$ cat src/rtl/data_mem_responder.sv
// rtl/data_mem_responder.sv - data-memory responder with programmable wait states
// One access in flight; the RAM commit and read capture happen on the edge that enters RESP.
module data_mem_responder #(
  parameter int DEPTH_WORDS = 64,
  parameter int WAIT_CYCLES = 2
) (
  input  logic        Clk,
  input  logic        Rst,
  input  logic        req_valid,
  input  logic        req_write,
  input  logic [31:0] req_addr,
  input  logic [31:0] req_wdata,
  output logic        req_ready,
  output logic        rsp_valid,
  output logic [31:0] rsp_rdata,
  output logic        rsp_err,
  output logic        busy
);

  localparam int          AW        = (DEPTH_WORDS > 1) ? $clog2(DEPTH_WORDS) : 1;
  localparam logic [29:0] DEPTH_IDX = 30'(DEPTH_WORDS);
  localparam logic [3:0]  WAIT_INIT = 4'((WAIT_CYCLES > 0) ? (WAIT_CYCLES - 1) : 0);

  typedef enum logic [1:0] {S_IDLE, S_WAIT, S_RESP} state_t;

  state_t          state_q, state_d;
  logic [3:0]      cnt_q, cnt_d;
  logic            wr_q, wr_d;
  logic [AW-1:0]   idx_q, idx_d;
  logic [31:0]     wdata_q, wdata_d;
  logic            err_q, err_d;
  logic [31:0]     rdata_q, rdata_d;
  logic            mem_we;
  logic [31:0]     mem_q [DEPTH_WORDS];

  always_comb begin
    state_d = state_q;
    cnt_d   = cnt_q;
    wr_d    = wr_q;
    idx_d   = idx_q;
    wdata_d = wdata_q;
    err_d   = err_q;
    rdata_d = rdata_q;
    mem_we  = 1'b0;
    case (state_q)
      S_IDLE: begin
        if (req_valid) begin
          wr_d    = req_write;
          idx_d   = req_addr[2 +: AW];
          wdata_d = req_wdata;
          // Full 30-bit index compare so high address bits can never alias into the RAM.
          err_d   = (req_addr[1:0] != 2'b00) || (req_addr[31:2] >= DEPTH_IDX);
          if (WAIT_CYCLES > 0) begin
            state_d = S_WAIT;
            cnt_d   = WAIT_INIT;
          end else begin
            state_d = S_RESP;
          end
        end
      end
      S_WAIT: begin
        if (cnt_q == 4'd0) begin
          state_d = S_RESP;
        end else begin
          cnt_d = cnt_q - 4'd1;
        end
      end
      S_RESP: begin
        state_d = S_IDLE;
      end
      default: begin
        state_d = S_IDLE;
      end
    endcase

    // The *_d copies equal the live request on a zero-wait accept and the latched copy otherwise.
    if (state_d == S_RESP && state_q != S_RESP) begin
      mem_we  = wr_d && !err_d;
      rdata_d = (!wr_d && !err_d) ? mem_q[idx_d] : 32'd0;
    end
  end

  always_ff @(posedge Clk or negedge Rst) begin
    if (!Rst) begin
      state_q <= S_IDLE;
      cnt_q   <= 4'd0;
      wr_q    <= 1'b0;
      idx_q   <= '0;
      wdata_q <= 32'd0;
      err_q   <= 1'b0;
      rdata_q <= 32'd0;
    end else begin
      state_q <= state_d;
      cnt_q   <= cnt_d;
      wr_q    <= wr_d;
      idx_q   <= idx_d;
      wdata_q <= wdata_d;
      err_q   <= err_d;
      rdata_q <= rdata_d;
    end
  end

  always_ff @(posedge Clk or negedge Rst) begin
    if (!Rst) begin
      for (int i = 0; i < DEPTH_WORDS; i++) begin
        mem_q[i] <= 32'd0;
      end
    end else if (mem_we) begin
      mem_q[idx_d] <= wdata_d;
    end
  end

  assign req_ready = (state_q == S_IDLE);
  assign busy      = (state_q != S_IDLE);
  assign rsp_valid = (state_q == S_RESP);
  assign rsp_err   = (state_q == S_RESP) && err_q;
  assign rsp_rdata = rdata_q;

endmodule
$ cat config.mk
export PLATFORM = sky130hd
export DESIGN_NAME = data_mem_responder
export DESIGN_NICKNAME = d
export VERILOG_FILES = /design/src/rtl/data_mem_responder.sv
export SDC_FILE = /design/constraint.sdc
export NUM_CORES = 2
export LEC_CHECK = 0
export ABC_AREA = 1
export CAP_MARGIN = 20
export CORE_ASPECT_RATIO = 0.9
export CORE_UTILIZATION = 50
export DETAILED_ROUTE_END_ITERATION = 16
export DONT_BUFFER_PORTS = 1
export MAX_ROUTING_LAYER = met4
export PLACE_DENSITY = 0.65
export SYNTH_ARGS = -nofsm -noshare
export SYNTH_HDL_FRONTEND = slang
export SYNTH_SLANG_ARGS = --single-unit
$ cat constraint.sdc
create_clock -name Clk -period 8.41 [get_ports Clk]
set_clock_uncertainty 0.15 [all_clocks]
set_input_delay 1.2615 -clock Clk [delete_from_list [all_inputs] [get_ports Clk]]
set_output_delay 1.2615 -clock Clk [all_outputs]
set_load 0.05 [all_outputs]
==> summary.md <==
| Metric | Value |
|---|---|
| Pwr dens | `353 nW/um^2` |
| DRT Wirelength | `306000 um` |
| Max-cap violation count | `0` |
| Fmax | `182 MHz` |
| Cell Area, Synth | `98100 sq um` |
| Commonest non-fill, non-tap cell in the layout | `nand2_1` |
| Worst Setup Start Kind | `register` |
| Post-synthesis cell type count | `28` |
| Port buffer count | `0` |
| Routability cong. | `0.874` |
| R2R Path End | `mem_q[605]` |
| RR Startpoint | `state_q[0]` |
| Area grow syn2layout | `8.75%` |
| First-pass detailed-route iteration total | `6` |
| Vias in the first global route | `79200` |
| Dominant cells by area after synthesis | `dfrtp_1 54%, nand2_1 21%, o21ai_0 11%, clkbuf_1 3.6%, inv_1 3.1%` |
| CP max FO | `50` |
| I/O pin count | `104` |
| Crit Path Category | `register to register` |
| Tmin final | `5.50 ns` |
| Synth top area share | `0.543` |
| Status | `finished clean` |
| Average cell area after synthesis | `7.58 sq um` |
| # nets final | `12300` |
| Seq. cell area | `53200 sq um` |
| Sequential area share after synthesis | `0.543` |
| Number of CTS-inserted buffers | `211` |
| Final hold violations | `0` |
| CTS max path bufs | `3` |
| Post-Syn Instances | `12900` |
| NetSw | `16.6 mW` |
| Clock latency on the worst-skew pair | `0.87 ns` |
| Final setup violation count | `0` |
| # rows | `153` |
| Switching fraction of total power | `0.440` |
| Post-DP HPWL | `163000 um` |
| Post_cts resized | `0` |
| Worst r2r path cells | `14` |
| Max-slew violations | `0` |
| Starting Density | `0.506` |
| Initial DRC count | `8469` |
| Total congestion overflow | `0` |
| Fillers | `18100` |
| Flops & latches, synth | `2126` |
| Seq pwr share | `0.335` |
| Min-Delay Path Class | `input port to async pin` |
| Clock Sinks | `2126` |
| Routed wire length per instance | `20.4 um` |
| Tcrit/Tclk final | `0.653` |
| YS warnings | `0` |
| Slew @ Worst Pin | `1.46 ns` |
| Area of the multi-input gates | `38200 sq um` |
| VDD IR max | `0.000415 V` |
| Worst path arrival time | `6.03 ns` |
| Root Driver | `clkbuf_16` |
| GRT Util Overall | `0.320` |
| Routed vias | `83200` |
| Clock share of power | `0.263` |
| CP Capture Type | `register` |
| Syn nets | `13000` |
| First-pass GRT wire length | `477000 um` |
| R2R setup slack | `2.91 ns` |
| Area of the core | `194000 sq um` |
| Setup repair after global routing missed its margin | `false` |
| Normalized max-slew margin | `0.0260` |
| Vias/cell | `5.54` |
| H-tree depth | `4` |
| Residual DRC | `0` |
| Layout cells sized above 1 | `0.0495` |
| Worst EP required | `8.94 ns` |
| Power, Total | `37.6 mW` |
| Combinational share of power | `0.402` |
| CTS tree | `built` |
| Area leader, netlist | `dfrtp_1` |
| P_int | `21.0 mW` |
| Most frequent cells in the layout | `5532 x nand2_1, 2126 x dfrtp_1, 2114 x o21ai_0` |
| Initial antenna violation count | `8` |
| Die area | `198000 sq um` |
| Number of antenna-violating nets in the routed design | `0` |
| Die X-Extent | `469 um` |
| CTS clk-pin slew, worst paths | `0.06 ns` |
| Die height | `422 um` |
| Leak | `49.9 nW` |
| Pin count of the biggest net entering global routing | `285` |
| Setup_tns | `0 ns` |
## routing by layer
metal | share of wire | vias to the layer above | global-route usage
li1 | - | 39200 | -
met5 | 0 | - | -
met4 | 0.043 | 0 | 0.129
met2 | 0.45 | 3188 | 0.481
met1 | 0.44 | 40200 | 0.437
met3 | 0.076 | 543 | 0.0478
## registers in the layout, summed over array words and instances, names as in the netlist
signal and cells:
wr_q 1, cnt_q 4, wdata_q 32, mem_q 2048
idx_q 6, state_q 2, rsp_rdata 32, err_q 1
## worst max-delay path by stage
stage	startpoint	endpoint	slack, ns
after floorplan	req_valid	rsp_rdata[31]	4.76
after global placement	req_valid	mem_q[606]	2.93
after detailed placement	req_valid	mem_q[606]	2.85
after CTS	state_q[0]	mem_q[606]	2.95
after global routing	state_q[0]	mem_q[608]	2.69
final	state_q[0]	mem_q[605]	2.91
## power groups by stage
stage | registers (mW) | clock network, mW | logic (mW)
after floorplan | 12.5 | 0 | 9.76
after detailed placement | 12.8 | 0 | 14.8
after CTS | 12.6 | 10.0 | 14.9
final | 12.6 | 9.88 | 15.1
after global placement | 12.7 | 0 | 14.7
after global routing | 12.8 | 10.4 | 16.7
## final cells by class
type	instances	area share
Timing Repair Buffer	150	0.0158
Sequential cell	2126	0.499
Antenna cell	8	0.000188
Tap cell	2557	0.0300
Inverter	830	0.0292
Clock buffer	320	0.0594
Clock inverter	64	0.00826
Multi-Input combinational cell	8958	0.358
## kinds of logic after synthesis
logic type | Yosys count | share of synthesized area
buf+inv | 1846 | 0.0710
compound gates | 2327 | 0.119
fa+ha+maj | 2 | 0.000255
flops | 2126 | 0.543
simple gates | 6629 | 0.267
## worst max-delay path: stages, from the launching register on
cell and delay (ns):
dfrtp_1 0.45, nor2_4 0.52, nand2_2 0.42, buf_4 0.42
nand2_1 0.19, nand2_4 0.39, nor2_4 0.82, inv_1 0.16
nor2_1 0.12, nand2_1 0.13, inv_2 0.24, nand2_2 0.52
buf_4 0.47, nand2_1 0.10, o21ai_0 0.08
## per-stage QoR
step / area [sq um] / instances / utilization / hold WS (ns) / setup slack [ns]
finish: 107000 / 15000 / 0.550 / 0.169 / 2.91
floorplan: 98100 / 12900 / - / 0.298 / 4.76
global placement: 99200 / 14600 / 0.512 / 0.310 / 2.93
detailed placement: 99200 / 14600 / 0.512 / 0.317 / 2.85
global route: 107000 / 15000 / 0.550 / 0.173 / 2.69
CTS: 106000 / 15000 / 0.549 / 0.213 / 2.95
## repair_timing
item	CTS	global route
hold buffers	1	0
setup buffers	0	0
endpoints found under the hold margin	112	0
## cell usage after synthesis
cell         n
nand2_1   5591
dfrtp_1   2126
o21ai_0   2114
clkbuf_1   932
inv_1      822
nand3_1    569
nor2_1     254
o21ai_1    134
nand4_1    127
a21oi_1     76
buf_1       58
and2_1      53
buf_2       26
nand2_2     10
inv_2        8
nor3_1       7
nor4_1       6
nor4_4       4
ha_1         2
nor2_2       2
nor3_2       2
nand3b_1     1
nor2_4       1
nor3_4       1
o211ai_1     1
o21a_1       1
o21ai_2      1
or2_1        1
No activity file was read; power rests on OpenSTA's default activity.
